===== src/rtl/hazard_stall_ctrl_pkg.sv =====
// Shared types and constants for the pipeline hazard/stall sequencer.
// Holds the sequencer state encoding and the grouped pipeline control word.
// It also holds the reset/freeze/default control constants and the default watchdog limit.
package hazard_stall_ctrl_pkg;

    typedef enum logic [1:0] {
        ST_RUN        = 2'd0,
        ST_LOAD_STALL = 2'd1,
        ST_MEM_WAIT   = 2'd2
    } state_e;

    // Grouped pipeline enables/flushes driven by the sequencer
    typedef struct packed {
        logic pc_write;
        logic if_id_write;
        logic if_id_flush;
        logic id_ex_write;
        logic id_ex_flush;
        logic ex_mem_write;
        logic mem_wb_flush;
    } hz_ctrl_t;

    // Control field loaded into ID/EX when id_ex_flush is asserted
    localparam int IDEX_CTRL_W = 12;
    localparam logic [IDEX_CTRL_W-1:0] IDEX_BUBBLE = '0;

    localparam int MEM_TIMEOUT_DEFAULT = 64;

    localparam hz_ctrl_t CTRL_DEFAULT = '{
        pc_write: 1'b1, if_id_write: 1'b1, if_id_flush: 1'b0,
        id_ex_write: 1'b1, id_ex_flush: 1'b0,
        ex_mem_write: 1'b1, mem_wb_flush: 1'b0
    };

    localparam hz_ctrl_t CTRL_FREEZE = '{
        pc_write: 1'b0, if_id_write: 1'b0, if_id_flush: 1'b0,
        id_ex_write: 1'b0, id_ex_flush: 1'b0,
        ex_mem_write: 1'b0, mem_wb_flush: 1'b1
    };

    localparam hz_ctrl_t CTRL_RESET = '{
        pc_write: 1'b0, if_id_write: 1'b0, if_id_flush: 1'b1,
        id_ex_write: 1'b0, id_ex_flush: 1'b1,
        ex_mem_write: 1'b0, mem_wb_flush: 1'b1
    };

endpackage


===== src/rtl/hazard_stall_ctrl_wait_timer.sv =====
// hazard_wait_timer: loadable saturating up-counter with a terminal flag.
// Used as the data-memory watchdog. Load has priority over increment.
// When neither load nor increment is requested, the counter returns to zero.
module hazard_wait_timer
    import hazard_stall_ctrl_pkg::*;
#(
    parameter int MAX_COUNT = MEM_TIMEOUT_DEFAULT,
    localparam int W = $clog2(MAX_COUNT + 1)
) (
    input  logic clk,
    input  logic arst,
    input  logic i_load,
    input  logic i_inc,
    output logic o_terminal
);

    logic [W-1:0] r_count;

    assign o_terminal = (r_count == W'(MAX_COUNT));

    // Count waiting cycles, holding at the limit instead of wrapping
    always_ff @(posedge clk or posedge arst) begin
        if (arst) begin
            r_count <= '0;
        end else if (i_load) begin
            r_count <= W'(1);
        end else if (i_inc) begin
            if (!o_terminal) begin
                r_count <= r_count + 1'b1;
            end
        end else begin
            r_count <= '0;
        end
    end

endmodule


===== src/rtl/hazard_stall_ctrl.sv =====
// hazard_stall_ctrl: hazard and stall sequencer for the 5-stage core.
// It produces load-use bubbles, branch/jump squashes and a full freeze while data memory is busy.
// A watchdog aborts a memory access that never completes.
// Optional performance counters are enabled with the macro HAZARD_PERF_CNT_EN.
//
// state       | meaning
// ------------+-----------------------------------------------------------
// RUN         | normal flow; all hazard checks evaluated
// LOAD_STALL  | one cycle after a load-use bubble; load-use not rechecked
// MEM_WAIT    | pipeline frozen until mem_ready or watchdog expiry
module hazard_stall_ctrl
    import hazard_stall_ctrl_pkg::*;
#(
    parameter int REG_ADDR_W  = 5,
    parameter int MEM_TIMEOUT = MEM_TIMEOUT_DEFAULT,
    parameter int CNT_W       = 16
) (
    input  logic                  clk,
    input  logic                  arst,
    input  logic [REG_ADDR_W-1:0] id_rs1,
    input  logic [REG_ADDR_W-1:0] id_rs2,
    input  logic                  id_uses_rs2,
    input  logic                  ex_mem_read,
    input  logic [REG_ADDR_W-1:0] ex_rd,
    input  logic                  ex_branch_taken,
    input  logic                  id_jump,
    input  logic                  mem_req,
    input  logic                  mem_ready,
    output logic                  pc_write,
    output logic                  if_id_write,
    output logic                  if_id_flush,
    output logic                  id_ex_write,
    output logic                  id_ex_flush,
    output logic                  ex_mem_write,
    output logic                  mem_wb_flush,
`ifdef HAZARD_PERF_CNT_EN
    output logic [CNT_W-1:0]      perf_lu_stalls,
    output logic [CNT_W-1:0]      perf_mem_stalls,
    output logic [CNT_W-1:0]      perf_flushes,
`endif
    output logic                  mem_timeout_err
);

    if (MEM_TIMEOUT < 2) begin : g_bad_timeout
        $error("MEM_TIMEOUT must be at least 2");
    end
    if (CNT_W < 1) begin : g_bad_cnt_w
        $error("CNT_W must be at least 1");
    end

    state_e   r_state;
    state_e   w_state_nxt;
    logic     r_timeout_err;

    logic     w_lu;
    logic     w_mem_busy;
    logic     w_timer_term;
    logic     w_released;
    logic     w_cnt_load;
    logic     w_cnt_inc;
    logic     w_err_set;

    hz_ctrl_t w_run_ctrl;
    state_e   w_run_nxt;
    logic     w_run_lu;
    logic     w_run_br;
    hz_ctrl_t w_ctrl;

    assign w_lu = ex_mem_read && (ex_rd != '0) &&
                  ((ex_rd == id_rs1) || (id_uses_rs2 && (ex_rd == id_rs2)));
    assign w_mem_busy = mem_req && !mem_ready;
    assign w_released = (r_state == ST_MEM_WAIT) && (mem_ready || w_timer_term);

    hazard_wait_timer #(
        .MAX_COUNT (MEM_TIMEOUT)
    ) u_wait_timer (
        .clk        (clk),
        .arst       (arst),
        .i_load     (w_cnt_load),
        .i_inc      (w_cnt_inc),
        .o_terminal (w_timer_term)
    );

    // Branch / load-use / jump resolution below the memory freeze, shared by RUN and release cycles
    always_comb begin
        w_run_ctrl = CTRL_DEFAULT;
        w_run_nxt  = ST_RUN;
        w_run_lu   = 1'b0;
        w_run_br   = 1'b0;
        if (ex_branch_taken) begin
            w_run_ctrl.if_id_flush = 1'b1;
            w_run_ctrl.id_ex_flush = 1'b1;
            w_run_br               = 1'b1;
        end else if (w_lu) begin
            w_run_ctrl.pc_write    = 1'b0;
            w_run_ctrl.if_id_write = 1'b0;
            w_run_ctrl.id_ex_flush = 1'b1;
            w_run_nxt              = ST_LOAD_STALL;
            w_run_lu               = 1'b1;
        end else if (id_jump) begin
            w_run_ctrl.if_id_flush = 1'b1;
        end
    end

    // Next state, watchdog control and pipeline outputs; reset forces the bubble-everything word
    always_comb begin
        w_ctrl      = CTRL_DEFAULT;
        w_state_nxt = ST_RUN;
        w_cnt_load  = 1'b0;
        w_cnt_inc   = 1'b0;
        w_err_set   = 1'b0;
        unique case (r_state)
            ST_RUN: begin
                if (w_mem_busy) begin
                    w_ctrl      = CTRL_FREEZE;
                    w_state_nxt = ST_MEM_WAIT;
                    w_cnt_load  = 1'b1;
                end else begin
                    w_ctrl      = w_run_ctrl;
                    w_state_nxt = w_run_nxt;
                end
            end
            ST_LOAD_STALL: begin
                if (w_mem_busy) begin
                    w_ctrl      = CTRL_FREEZE;
                    w_state_nxt = ST_MEM_WAIT;
                    w_cnt_load  = 1'b1;
                end else if (ex_branch_taken) begin
                    w_ctrl.if_id_flush = 1'b1;
                    w_ctrl.id_ex_flush = 1'b1;
                end
            end
            ST_MEM_WAIT: begin
                if (!w_released) begin
                    w_ctrl      = CTRL_FREEZE;
                    w_state_nxt = ST_MEM_WAIT;
                    w_cnt_inc   = 1'b1;
                end else if (mem_ready) begin
                    w_ctrl      = w_run_ctrl;
                    w_state_nxt = w_run_nxt;
                end else begin
                    // watchdog expiry: release the pipe but drop the hung access
                    w_ctrl              = w_run_ctrl;
                    w_ctrl.mem_wb_flush = 1'b1;
                    w_state_nxt         = ST_RUN;
                    w_err_set           = 1'b1;
                end
            end
            default: begin
                w_state_nxt = ST_RUN;
            end
        endcase
        if (arst) begin
            w_ctrl = CTRL_RESET;
        end
    end

    // State register
    always_ff @(posedge clk or posedge arst) begin
        if (arst) begin
            r_state <= ST_RUN;
        end else begin
            r_state <= w_state_nxt;
        end
    end

    // Sticky watchdog error, cleared only by reset
    always_ff @(posedge clk or posedge arst) begin
        if (arst) begin
            r_timeout_err <= 1'b0;
        end else if (w_err_set) begin
            r_timeout_err <= 1'b1;
        end
    end

    assign pc_write        = w_ctrl.pc_write;
    assign if_id_write     = w_ctrl.if_id_write;
    assign if_id_flush     = w_ctrl.if_id_flush;
    assign id_ex_write     = w_ctrl.id_ex_write;
    assign id_ex_flush     = w_ctrl.id_ex_flush;
    assign ex_mem_write    = w_ctrl.ex_mem_write;
    assign mem_wb_flush    = w_ctrl.mem_wb_flush;
    assign mem_timeout_err = r_timeout_err;

`ifdef HAZARD_PERF_CNT_EN
    localparam logic [CNT_W-1:0] PERF_MAX = '1;

    logic             w_fire_lu;
    logic             w_fire_br;
    logic             w_mem_stall;
    logic [CNT_W-1:0] r_perf_lu;
    logic [CNT_W-1:0] r_perf_mem;
    logic [CNT_W-1:0] r_perf_fl;

    assign w_fire_lu   = w_run_lu &&
                         (((r_state == ST_RUN) && !w_mem_busy) || w_released);
    assign w_fire_br   = w_run_br &&
                         (((r_state != ST_MEM_WAIT) && !w_mem_busy) || w_released);
    assign w_mem_stall = (r_state == ST_MEM_WAIT) && !mem_ready;

    // Saturating event counters
    always_ff @(posedge clk or posedge arst) begin
        if (arst) begin
            r_perf_lu  <= '0;
            r_perf_mem <= '0;
            r_perf_fl  <= '0;
        end else begin
            if (w_fire_lu && (r_perf_lu != PERF_MAX)) begin
                r_perf_lu <= r_perf_lu + 1'b1;
            end
            if (w_mem_stall && (r_perf_mem != PERF_MAX)) begin
                r_perf_mem <= r_perf_mem + 1'b1;
            end
            if (w_fire_br && (r_perf_fl != PERF_MAX)) begin
                r_perf_fl <= r_perf_fl + 1'b1;
            end
        end
    end

    assign perf_lu_stalls  = r_perf_lu;
    assign perf_mem_stalls = r_perf_mem;
    assign perf_flushes    = r_perf_fl;
`endif

endmodule


===== config.mk =====
export PLATFORM = sky130hd
export DESIGN_NAME = hazard_stall_ctrl
export DESIGN_NICKNAME = d
export VERILOG_FILES = /design/src/rtl/hazard_stall_ctrl_pkg.sv /design/src/rtl/hazard_stall_ctrl_wait_timer.sv /design/src/rtl/hazard_stall_ctrl.sv
export SDC_FILE = /design/constraint.sdc
export NUM_CORES = 1
export LEC_CHECK = 0
export BUFFER_PORTS_ARGS = -buffer_cell sky130_fd_sc_hd__buf_2
export CORE_MARGIN = 2
export CORE_UTILIZATION = 37
export CTS_BUF_LIST = sky130_fd_sc_hd__clkbuf_4 sky130_fd_sc_hd__clkbuf_8
export DETAILED_ROUTE_END_ITERATION = 10
export GPL_TIMING_DRIVEN = 0
export PLACE_DENSITY = 0.69
export SYNTH_ARGS = -nofsm -noshare
export SYNTH_HDL_FRONTEND = slang
export SYNTH_SLANG_ARGS = --single-unit
export TNS_END_PERCENT = 30

===== constraint.sdc =====
create_clock -name clk -period 2.9 [get_ports clk]
set_clock_uncertainty 0.05 [all_clocks]
set_input_delay 0.87 -clock clk [delete_from_list [all_inputs] [get_ports clk]]
set_output_delay 0.87 -clock clk [all_outputs]
set_load 0.02 [all_outputs]

# == Yosys cells after proc, flatten, opt, wreduce, memory -nomap -nowiden ==
# Cells that the tools add are included.
# word_totals
regBits,10
out_inout_bits,8
# classes
n_addsub,1
eq_ne,6
n_mux,34
reduce_logical,11
# ops
op,n
7-bit two-way mux,6
7-bit one-hot mux with 3 select lines,1
1-bit two-way mux,18
2-bit two-way mux,8
5-bit == test,2
7-bit by 1-bit adder with 7-bit output (second input constant),1
7-bit == test (second input constant),1
2-bit one-hot mux with 3 select lines,1
1-bit logical AND,5
5-bit nonzero test,1
3-bit by 2-bit != test with 1-bit output (second input constant),1
2-bit by 1-bit == test with 1-bit output (second input constant),1
2-bit == test (second input constant),1
2-bit logical NOT,1
1-bit logical OR,2
2-bit OR reduction,1
1-bit logical NOT,1

# == Longest topological paths before layout ==
# Gate-level depths: netlist of the first run.
# depth
ltp_word,9
mapped_depth,7
mapped_depth_nobuf,6

# == Hierarchy ==
# From an unflattened synthesis of the first run, not the netlist that was laid out.
# unflattened
cells_unflattened,86
area_unflattened_um2,754.5
# by_module_without_submodules
module,n_inst,cells_per_inst,area_per_inst_um2
hazard_stall_ctrl,1,48,381.6
hazard_wait_timer,1,38,372.9

# == Least setup slack after synthesis of the first run ==
# Ideal clock, no wire load.
# synth_timing
path_type,input to output
start,in ex_rd[1]
end,out pc_write
arrival_time_ps,2305
required_ps,1980
slack_ps,-325
cell_stages,5
path_cell_list,or4_1 -> o21ai_2 -> a211oi_1 -> a211oi_2 -> buf_4
# synth_via
elab_chain_cells,9
# synth_rtl
item,line_no,text
start: declaration,hazard_stall_ctrl.sv:24,"input logic [REG_ADDR_W-1:0] ex_rd,"
5-bit == test,hazard_stall_ctrl.sv:70,((ex_rd == id_rs1) || (id_uses_rs2 && (ex_rd == id_rs2)));
1-bit logical AND,hazard_stall_ctrl.sv:70,
1-bit logical OR,hazard_stall_ctrl.sv:70,
1-bit logical AND *,hazard_stall_ctrl.sv:69,assign w_lu = ex_mem_read && (ex_rd != '0) &&
2-bit two-way mux *,hazard_stall_ctrl.sv:94,end else if (w_lu) begin
2-bit two-way mux *,hazard_stall_ctrl.sv:90,if (ex_branch_taken) begin
7-bit two-way mux (on tied branches),"hazard_stall_ctrl.sv:134, hazard_stall_ctrl.sv:114",
7-bit one-hot mux with 3 select lines *,hazard_stall_ctrl.sv:112,unique case (r_state)
7-bit two-way mux *,hazard_stall_ctrl.sv:153,if (arst) begin
end: declaration,hazard_stall_ctrl.sv:29,"output logic pc_write,"
# Every way passes the cells marked *; elsewhere a longest branch is shown, timed or not.

# == Worst setup path in the final report of the first run ==
# layout_timing
start,in ex_rd[4]
end,out pc_write
# The elaborated chain is that of the path after synthesis.

==> impl_summary.md, run 1 <==
Synthesis
The Yosys warning count is 0. In this run, synthesis produced a sequential element count of 10. The net count after synthesis is 110. The dominant combinational cell family by area after synthesis is simple AND/OR/NAND/NOR gates. The share of the synthesized area in the top cell type is 33.2%.

The post-synthesis compound-gate area fraction is 15.6%. By instance count, the leading cell after synthesis is nor2_1. The number of distinct library cells after synthesis is 33. The most used flip-flop cell after synthesis is dfrtp_1. The per-instance average area after synthesis is 8.86 um^2. The area share of fa/ha/maj cells after synthesis is 3.32%.

The post-synthesis instance area is 753 um^2. Multiplexer cells account for 0% of the synthesized area. In the synthesized netlist, the cells that appear most often are nor2_1, xnor2_1, dfrtp_1, nand2_1, inv_1.

The share of the Yosys chip area taken by registers is 33.2%. The fraction of synthesized cell area in xor and xnor cells is 17.4%. The basic-gate share of the synthesized area counting and, or, nand and nor cells is 26.4%.

The number of synthesized flops with an enable pin is 0. The proportion of register bits with asynchronous set or reset after synthesis is 100%. In the post-synthesis netlist, the biggest area contributors are dfrtp_1, xnor2_1, nor2_1. The number of instances in the synthesized netlist is 85.

The largest area contributor in the netlist is dfrtp_1.

Power
Of the total power, registers draw 37.5%. In this run the power density over the cells is 371 mW/mm^2. Across the VDD grid, the largest voltage drop is 0.222 mV. Net switching is 29.8% of the power. Total power for the finished layout comes to 0.395 mW. The clock network is responsible for 31.7% of the overall power.

The leakage power of the design is 0.471 nW. The switching power is 0.118 mW. Cell internal power was estimated by the tool at 0.277 mW. Per report_power, the combinational group accounts for 30.8% of the total.

CTS
The clock passes through at most 2 buffers. The number of clock sinks is 10. The hold-fix buffer count after cts is 0. Clock latency on the worst-skew pair, taken at its later pin, is 0.27 ns. The clock transition at the register clock pins on the worst setup and hold paths after CTS is 0.07 ns. The CTS buffer count is 3. In this run the clock root is driven by a clkbuf_4.

TritonCTS built the clock tree. In this run the number of H-tree levels came out at 1.

Status
The checks that failed: negative setup slack. The run finished, with violations left.

Routing
The first detailed-routing pass took 4 iterations. The first routing iteration left 6 violations. The number of antenna-violating nets in the routed design is 0. In the routed layout, each cell is associated on average with a via count of 4.83. In the final routed layout, each cell accounts on average for 10.9 um. Summing over every cut layer, the via total after detailed routing is 715. For this block, the routed nets add up to 1610 um of wire. After detailed routing, the number of remaining DRC violations is 0.

Floorplanning
The area of the core is 0.00194 mm^2. The starting density of the core is 38.8%. The die width is 49.1 um.

The height of the die is 49.1 um. The area enclosed by the die boundary is 0.00241 mm^2. For this design the top-level I/O count stands at 31. In this run the core area contains 16 standard-cell rows.

Global routing
The wire length of the first global-routing pass is 2860 um. The initial antenna violation count was 0. The total global-route track usage is 15.0%. The maximum number of pins on one net before global-route repair is 13.

The via count of the first global-routing pass is 706. The total overflow left after global routing is 0.

Layout
The filler cells instantiated in the layout total 177. At the end of the flow, the number of nets in the layout was 147. The number of antenna diodes in the final layout is 0. The final instance area is 0.00106 mm^2.

For this run, the share of the core covered by cells in the final layout is 54.8%. In the final layout, the share of cells above drive strength 1 is 42.1%. The layout overhead on the synthesized area is 41.2%.

STA
The number of pins exceeding their max-slew limit in the final report was 0. Hold timing on the final database bottoms out at a slack of 0.404 ns. Setup repair after global routing could not meet its margin everywhere. In the finished design, the share of the clock period the worst path needs comes to 108%. The final hold violation count is 0.

The final critical path time including I/O delays and setup is 3.14 ns. In this run the tightest slew margin relative to its limit is 67.9%. Summed over all failing endpoints, the final setup total negative slack is -0.819 ns. The number of setup violations in the final report is 5. At the pin with the least slew margin, the transition time is 0.480 ns. The setup slack after layout is -0.238 ns. For this run, the top clock speed supported by timing is 319 MHz.

Worst setup path
Data arrives at the worst endpoint at 2.22 ns. The startpoint identified for the worst register-to-register timing path is u_wait_timer.r_count[3]. STA classifies the critical path startpoint as a primary input. The start point of the critical path is ex_rd[4].

Along the worst path, the maximum fanout reaches 2. The worst setup path is of the in2out kind. The endpoint type of the worst setup path is an output pin. The required time at the worst-slack endpoint is 1.98 ns.

Place
The port buffer count is 30. Once detailed placement completed, the half-perimeter wirelength came to 1280 um. Once placement finished, the instance area stood at 965 um^2. Routability-driven placement finished with a final weighted congestion of 0.764.

Min path
The startpoint identified for the worst hold timing path is mem_timeout_err. The kind of path behind the tightest hold check is reg2reg.

Flow run
Max-cap violations in this run came to 0.
[state kept, by name, indices dropped and copies added, names as in the netlist]
name / cells
u_wait_timer.r_count: 7
r_state: 2
mem_timeout_err: 1
[kinds of logic (layout without fill, tap and decap cells)]
| kind of cell | after synthesis | after routing |
|---|---|---|
| buffers and inverters | 6 | 42 |
| and+or+nand+nor | 38 | 38 |
| adders and majority gates | 2 | 2 |
| xor gates and xnor gates | 15 | 15 |
| DFF | 10 | 10 |
| AOI/OAI and AO/OA | 14 | 14 |
[area by class of cell]
class                           count  area, um^2  share of cell area (%)
Timing Repair Buffer               32         193                    18.1
Buffer                              2        18.8                    1.76
Tap cell                           27        33.8                    3.18
Clock buffer                        4        36.3                    3.41
Multi-Input combinational cell     69         513                    48.2
Inverter                            4        18.8                    1.76
Sequential cell                    10         250                    23.5
[layer usage]
layer	wire length [um]	track usage, %	part of all wire, %
met5	0	0	0
met4	0	2.86	0
met1	662	17.1	41
met3	113	4.29	7.0
met2	830	27.5	52
[cell usage in the layout (no fill, tap or decap), types with 2 or more instances in the layout]
| cell type | synthesis | layout |
|---|---|---|
| xor2_1 | 2 | 2 |
| buf_2 | 0 | 25 |
| clkbuf_4 | 0 | 3 |
| inv_1 | 4 | 3 |
| nand2b_1 | 3 | 3 |
| o21ai_4 | 1 | 2 |
| dfrtp_1 | 10 | 10 |
| a211oi_4 | 0 | 2 |
| buf_6 | 0 | 3 |
| nand2_1 | 7 | 7 |
| a21o_1 | 2 | 2 |
| nor2_1 | 14 | 13 |
| nand3_1 | 3 | 3 |
| buf_4 | 2 | 5 |
| xnor2_1 | 13 | 13 |
| a21oi_1 | 2 | 2 |
| ha_1 | 2 | 2 |
[worst paths after layout]
path	cells past startpoint	slack, ns	endpoint
min reg2reg	1	0.40	mem_timeout_err
min in group asynchronous	2	0.57	mem_timeout_err
max	7	-0.24	pc_write
max in group asynchronous	2	2.05	u_wait_timer.r_count[6]
min	1	0.40	mem_timeout_err
max reg2reg	3	1.28	u_wait_timer.r_count[0]
[repair_timing]
action | in CTS | in global routing
hold endpoints to repair | 0 | 0
setup buffers | 2 | 0
gates resized for setup | 12 | 1
endpoints found under the setup margin | 6 | 6
pin swaps | 4 | 2
[per-stage QoR]
stage / cells / setup slack (ns)
detailed placement: 142 / -0.358
global placement: 142 / -0.356
finish: 148 / -0.238
global route: 148 / -0.292
floorplan: 85 / -0.196
CTS: 148 / -0.285
[power by group through the flow]
stage               sequential, mW  combinational (mW)  clock, mW
global route                 0.149               0.132      0.141
floorplan                    0.149              0.0713          0
global placement             0.151               0.108          0
finish                       0.148               0.122      0.125
CTS                          0.148               0.122      0.129
detailed placement           0.151               0.110          0
[critical path, cell delays in order]
cell,delay (ns)
buf_8,0.09
or4_4,0.53
o21ai_4,0.18
a211oi_4,0.07
a211oi_4,0.24
buf_6,0.13
buf_6,0.10
Power figures use the tool's default switching activity.
==> inputs of run 2 (changes only) <==
--- a/config.mk
+++ b/config.mk
@@ -11,7 +11,7 @@
 export CTS_BUF_LIST = sky130_fd_sc_hd__clkbuf_4 sky130_fd_sc_hd__clkbuf_8
 export DETAILED_ROUTE_END_ITERATION = 10
 export GPL_TIMING_DRIVEN = 0
-export PLACE_DENSITY = 0.69
+export PLACE_DENSITY = 0.64
 export SYNTH_ARGS = -nofsm -noshare
 export SYNTH_HDL_FRONTEND = slang
 export SYNTH_SLANG_ARGS = --single-unit
==> impl_summary.md, run 2 (synthesized netlist as in run 1, its figures left out) <==
STA
The number of setup violations in the final report is 4. The maximum achievable frequency is 322 MHz. The transition at the pin with the smallest max-transition slack is 0.408 ns. The final hold violation count came to 0. In this run the tightest slew margin relative to its limit is 72.8%.

The number of pins exceeding their max-slew limit in the final report is 0. After layout, the worst path uses 107% of the clock period. The final critical path time including I/O delays and setup is 3.10 ns.

After layout, the worst setup slack is -0.204 ns. Setup repair after global routing could not meet its margin everywhere.

Layout
The flip-flop count of the largest register after layout is 7. The utilization after layout is 53.9%. The register bank with the most flops is u_wait_timer.r_count.

0 antenna diodes ended up in the layout. The fraction of final layout cells with drive strength greater than 1 is 41.7%. Leaving out fill and tap cells, the most frequent cell in the layout is buf_2. The final-stage net count is 147. The top cell types in the final layout, fill and taps aside, are buf_2, nor2_1, xnor2_1. Summing all non-filler instances in the final layout gives an area of 0.00105 mm^2. The area growth from synthesis to layout is 39.0%.

Worst setup path
STA classifies the critical path startpoint as a primary input. For this design, the slowest cell found on the critical path is or4_4. The startpoint identified for the worst register-to-register timing path is u_wait_timer.r_count[4].

STA classifies the critical path endpoint as an output pin. Tracing the worst setup path back leads to its startpoint at ex_rd[4]. The critical path arrival is 2.18 ns. Walking the worst path, the cells encountered are buf_8 > or4_4 > o21ai_4 > a211oi_2 > a211oi_4 > buf_6 > buf_6. For this run, the slowest stage of the critical path takes 0.53 ns. The critical path is of the in2out type. Along the worst path, the maximum fanout reaches 2. The required time at the worst-slack endpoint is 1.98 ns. Counting stages on the worst path, the most repeated cell is buf_6.

Routing
Signal routing reaches up to met4. The detailed-routing wirelength on met1 is 616 um. The total detailed-routing wirelength is 1540 um. The number of antenna-violating nets in the routed design is 0. The sum of met2 wire segment lengths after detailed routing is 796 um. The number of DRC markers after the initial detailed-route iteration is 8. The detailed-route via count is 702.

Dividing the detail-routed wire length by the instance count gives 10.5 um. Before antenna repair, the detailed router went through 4 iterations. The met3 routed wirelength is 98 um. The average vias per placed instance is 4.78. In the routed design, unresolved DRC markers number 0.

Power
The leakage power of the design is 0.464 nW. The worst vdd rail ir drop is 0.156 mV. The total power per unit cell area is 341 mW/mm^2. The power consumption is 0.357 mW.

Global routing
The final global-route overflow total is 0. The maximum number of pins on one net before global-route repair is 13. The via count of the first global-routing pass is 677. The initial antenna violation count came to 0.

The wire length of the first global-routing pass is 2720 um. Global routing used 14.9% of the available tracks across all layers.

Status
The flow ran to the end, but the final reports show violations. The checks that failed: negative setup slack.

CTS
Hold repair after CTS inserted 0 buffers. The clock tree from TritonCTS is yes. The clock tree root buffer cell is clkbuf_4. The source-to-sink clock delay at the later pin of the worst-skew pair is 0.25 ns.

The tree built by TritonCTS fans out to 10 sinks. The H-tree level count is 1. The CTS buffer count is 3.

The number of buffers on the longest clock path is 2. The clock transition at the register clock pins on the worst setup and hold paths after CTS is 0.06 ns.

Floorplanning
The top-level I/O count is 31. The floorplan has 16 rows. The area of the core is 0.00194 mm^2. The area enclosed by the die boundary is 0.00241 mm^2. From left edge to right edge, the die measures 49.1 um. The starting density of the core is 38.8%. The floorplan step set the die height to 49.1 um.

Min path
The kind of path behind the tightest hold check is reg2reg. The startpoint identified for the worst hold timing path is mem_timeout_err.

Place
During placement, the flow inserted port buffers numbering 30. Summed over all nets, the half-perimeter wirelength after detailed placement is 1280 um. Once placement finished, the instance area stood at 965 um^2. The congestion estimate from routability-driven global placement came to 0.803.

Flow run
The number of maximum-capacitance violations is 0.
run 2: path summary, 6_finish.rpt:
path,slack (ns),to,depth (start not counted)
setup / recovery,-0.20,pc_write,7
hold / removal,0.41,mem_timeout_err,1
setup reg to reg,1.35,r_state[1],3
hold reg to reg,0.41,mem_timeout_err,1
max in group asynchronous,2.02,u_wait_timer.r_count[1],2
min in group asynchronous,0.59,u_wait_timer.r_count[3],2
run 2: layout make-up:
class / count / area [um^2]
inverter: 4 / 18.8
sequential: 10 / 250
fill: 190 / 895
timing repair buffer: 32 / 193
buffer: 2 / 18.8
tap: 27 / 33.8
multi-input combinational: 69 / 510
clock buffer: 3 / 22.5
run 2: where the power goes:
group	internal (mW)	total (mW)	switching (mW)
combinational	0.0576	0.121	0.0635
sequential	0.144	0.148	0.00464
clock	0.0475	0.0874	0.0399
total	0.249	0.357	0.108
run 2: metal layers:
metal	GRT usage, %	vias to the layer above
met1	17.3	307
met4	7.14	0
met5	0	-
met2	25.2	30
met3	3.68	4
li1	-	361
run 2: repair_timing:
item | 4_1_cts | 5_1_grt
endpoints found under the setup margin | 5 | 6
buffers inserted | 2 | 0
hold endpoints to repair | 0 | 0
resized for setup | 10 | 3
pin swaps | 4 | 3
run 2: worst max-delay path: cells and delay by family:
kind / cells / cell delay [ns]
buffers and inverters: 3 / 0.31
AOI/OAI and AO/OA: 3 / 0.46
and+or+nand+nor: 1 / 0.53
run 2: metrics by stage:
step	cells	TNS [ns]	hold WS [ns]	worst slack, ns
final	147	-0.607	0.411	-0.204
after floorplan	85	-0.255	0.437	-0.196
after detailed placement	142	-0.947	0.405	-0.338
after global routing	147	-0.902	0.454	-0.257
after CTS	147	-0.788	0.418	-0.247
after global placement	142	-0.945	0.387	-0.336
==> inputs of run 3 (changes only) <==
--- a/config.mk
+++ b/config.mk
@@ -14,5 +14,6 @@
 export PLACE_DENSITY = 0.64
 export SYNTH_ARGS = -nofsm -noshare
 export SYNTH_HDL_FRONTEND = slang
+export SYNTH_HIERARCHICAL = 1
 export SYNTH_SLANG_ARGS = --single-unit
 export TNS_END_PERCENT = 30
==> impl_summary.md, run 3 <==
Status
The flow ran to the end, but the final reports show violations. The checks that failed: negative setup slack.

Worst setup path
The startpoint type of the worst setup path is a primary input. On the critical path, the stage with the largest delay is an instance of or4_4. The cell occurring most often along the worst timing path is buf_6. The path depth of the worst reg2reg path is 9. The peak fanout along the critical path is 3.

The type of the worst setup path is in2out. Data arrives at the worst endpoint at 2.21 ns. The largest single stage delay on the critical path is 0.54 ns. The worst setup path is captured at an output pin. The required time at the worst-slack endpoint is 1.98 ns. The signal on the critical path passes through buf_8 > or4_4 > o21ai_4 > or3_4 > o221a_4 > buf_6 > buf_6. The worst reg2reg path endpoint is u_wait_timer/r_count[1]. In this run the critical register-to-register path is launched from u_wait_timer/r_count[0]. The register-to-register path setup slack is 0.72 ns.

Routing
Detailed routing inserted a total of 770 vias. For this block, the routed nets add up to 1890 um of wire. For this run, the detailed router's first-pass iteration total came to 4. The number of antenna-violating nets in the routed design is 0. After detailed routing, the number of remaining DRC violations is 0. Dividing the detail-routed wire length by the instance count gives 12.1 um. The average vias per placed instance is 4.94.

The first routing iteration left 11 violations.

Layout
The number of antenna diodes in the final layout is 0. The final-stage net count is 156. Once layout is complete, the utilization of the core stands at 58.9%. Cells with a size suffix above 1 make up 44.2% of the layout.

The register with the most flip-flops in the layout has 7 of them. In the layout the commonest cells are buf_2, buf_4, xor2_1. The leading cell type in the layout, fill and taps excluded is buf_2. The layout overhead on the synthesized area is 51.6%. Ranked by flip-flop count, first place goes to u_wait_timer/r_count.

Synthesis
The flip-flop and latch count after synthesis is 10. The synthesized netlist devotes 3.32% of its cell area to adder and majority cells. In the synthesized netlist, mux cells make up 0% of the area. The per-instance average area after synthesis is 8.77 um^2.

The Yosys warning count is 6. The share of the synthesized area in the top cell type is 33.2%. Ranked by total cell area, the synthesized netlist is headed by dfrtp_1, xor2_1, nor2_1.

The number of instances in the synthesized netlist is 86. Yosys mapped the design onto 31 distinct sky130hd cell types. Counting instances in the post-synthesis netlist gives the leading cell types as xor2_1, dfrtp_1, nor2_1, inv_1, nand2b_1. Synthesis produced a netlist with a net count of 111.

The leading cell type by number of instances after synthesis is xor2_1. The fraction of synthesized cell area in xor and xnor cells is 15.1%. Yosys mapped a number of flops with a built-in enable equal to 0. In this run the cell area of the synthesized design comes to 754 um^2. The proportion of register bits with asynchronous set or reset after synthesis is 100%. Summing the sequential cell areas from Yosys gives 33.2% of the chip area.

Summing the areas of all compound-gate instances in the mapped netlist gives 18.4% of the synthesized area. By area, the combinational part of the netlist is dominated by simple AND/OR/NAND/NOR gates. After Yosys synthesis, and, or, nand and nor cells account for 24.9% of the synthesized area. In the synthesized netlist the dominant register cell turns out to be dfrtp_1. The largest total area in the synthesized netlist belongs to dfrtp_1.

Min path
The destination of the worst hold path is mem_timeout_err. Counting instances, the worst hold path has a depth of 1. The launch instance of the worst min-delay path is mem_timeout_err. The min-delay analysis places its worst path in the category reg2reg.

Floorplanning
The die is 49.2 um tall. The initial utilization of the core area, before any placement, comes to 38.9%. The floorplan has 16 rows.

The area enclosed by the die boundary is 0.00242 mm^2. The region available for standard cell placement spans 0.00194 mm^2. For this design the top-level I/O count stands at 31. The die width is 49.2 um.

CTS
Counting along the longest clock path gives a buffer depth of 2. The clock tree root buffer cell is clkbuf_4. TritonCTS built the clock tree.

CTS saw 10 sinks. The H-tree level count is 1. The source-to-sink clock delay at the later pin of the worst-skew pair is 0.26 ns. The CTS buffer count is 3. Clock-pin slew was measured on the worst setup and hold paths at 0.06 ns.

Power
The internal power contribution is 0.248 mW. Net switching is 29.7% of the power. The leakage power of the design is 0.544 nW.

The worst vdd rail ir drop is 0.214 mV. The switching power is 0.105 mW. The share of total power dissipated in combinational logic is 33.0%.

The total power per unit cell area is 309 mW/mm^2. The clock network fraction of design power is 25.5%. Sequential cells account for 41.5% of the total power.

Global routing
Entering global routing, the biggest net connects 9 pins. The wire length of the first global-routing pass is 3310 um. The initial antenna violation count is 0. The total global-route track usage is 17.3%. Global routing finished with a remaining overflow of 0. The via count of the first global-routing pass is 788.

Place
The congestion estimate from routability-driven global placement came to 0.780. The port buffer count is 29. The post-detailed-placement half-perimeter wirelength is 1300 um. The pre-CTS setup slack is -0.290 ns.

STA
Setup repair after global routing could not meet its margin everywhere. The post-route fraction of the period consumed by the critical path is 108%. Static timing analysis puts the maximum clock frequency at 320 MHz.

The final hold violation count is 0. The number of pins exceeding their max-slew limit in the final report is 0. The worst relative slew slack is 65.9%. At the pin with the least slew margin, the transition time is 0.510 ns. Subtracting the final worst setup slack from the clock period gives 3.13 ns. Setup violations remaining at the end of the flow were counted as 5. Once routing completed, OpenROAD measured the worst setup slack at -0.226 ns.

Flow run
Across the run, the number of max-cap violations was 0.
[run 3: layer usage]
layer  up-vias  track usage [%]  share of wire [%]
met4         0             6.19                1.9
met2        17             29.1                 49
met3         6             3.68                3.1
li1        391                -                  -
met1       356             21.7                 46
met5         -                0                  0
[run 3: area by class of cell]
| class | count | area, um^2 |
|---|---|---|
| Tap cell | 27 | 33.8 |
| Buffer | 3 | 23.8 |
| Timing Repair Buffer | 40 | 278 |
| Inverter | 5 | 18.8 |
| Clock buffer | 3 | 22.5 |
| Multi-Input combinational cell | 68 | 517 |
| Fill cell | 181 | 798 |
| Sequential cell | 10 | 250 |
[run 3: worst max-delay path, delay by kind of cell]
family	cells	cell delay (ns)
simple gates	2	0.69
compound gates	2	0.36
buf+inv	3	0.29
[run 3: per-stage QoR]
step                area, um^2  std cells  hold slack [ns]  power [mW]  TNS (ns)
detailed placement         946        142            0.391       0.243    -0.928
floorplan                  767         86            0.464       0.208   -0.0743
finish                    1140        156            0.404       0.353    -0.833
global route              1140        156            0.429       0.375     -1.26
global placement           946        142            0.388       0.242    -0.908
CTS                       1080        150            0.407       0.352     -1.01
[run 3: worst max path at each step]
stage	from	end	depth (start not counted)
floorplan	ex_rd[3]	pc_write	5
global placement	ex_rd[3]	pc_write	7
detailed placement	ex_rd[3]	pc_write	7
CTS	ex_rd[1]	pc_write	7
global route	ex_rd[4]	pc_write	7
finish	ex_rd[4]	pc_write	7
[run 3: kinds of logic after synthesis]
logic type      after synthesis
xor+xnor                     13
simple gates                 34
buf+inv                       8
flops                        10
fa+ha+maj                     2
compound gates               19
[run 3: power by group through the flow]
| stage | combinational [mW] | clock [mW] | sequential [mW] |
|---|---|---|---|
| after floorplan | 0.0598 | 0 | 0.148 |
| after global placement | 0.0930 | 0 | 0.149 |
| after detailed placement | 0.0944 | 0 | 0.149 |
| after CTS | 0.110 | 0.0950 | 0.146 |
| after global routing | 0.128 | 0.0994 | 0.147 |
| final | 0.116 | 0.0900 | 0.147 |
[run 3: what timing repair did]
item                                    in CTS  in global routing
pin swaps                                   10                 11
resized for setup                           19                  4
endpoints found under the setup margin       6                  6
buffers inserted                             5                  6
hold buffers                                 0                  0
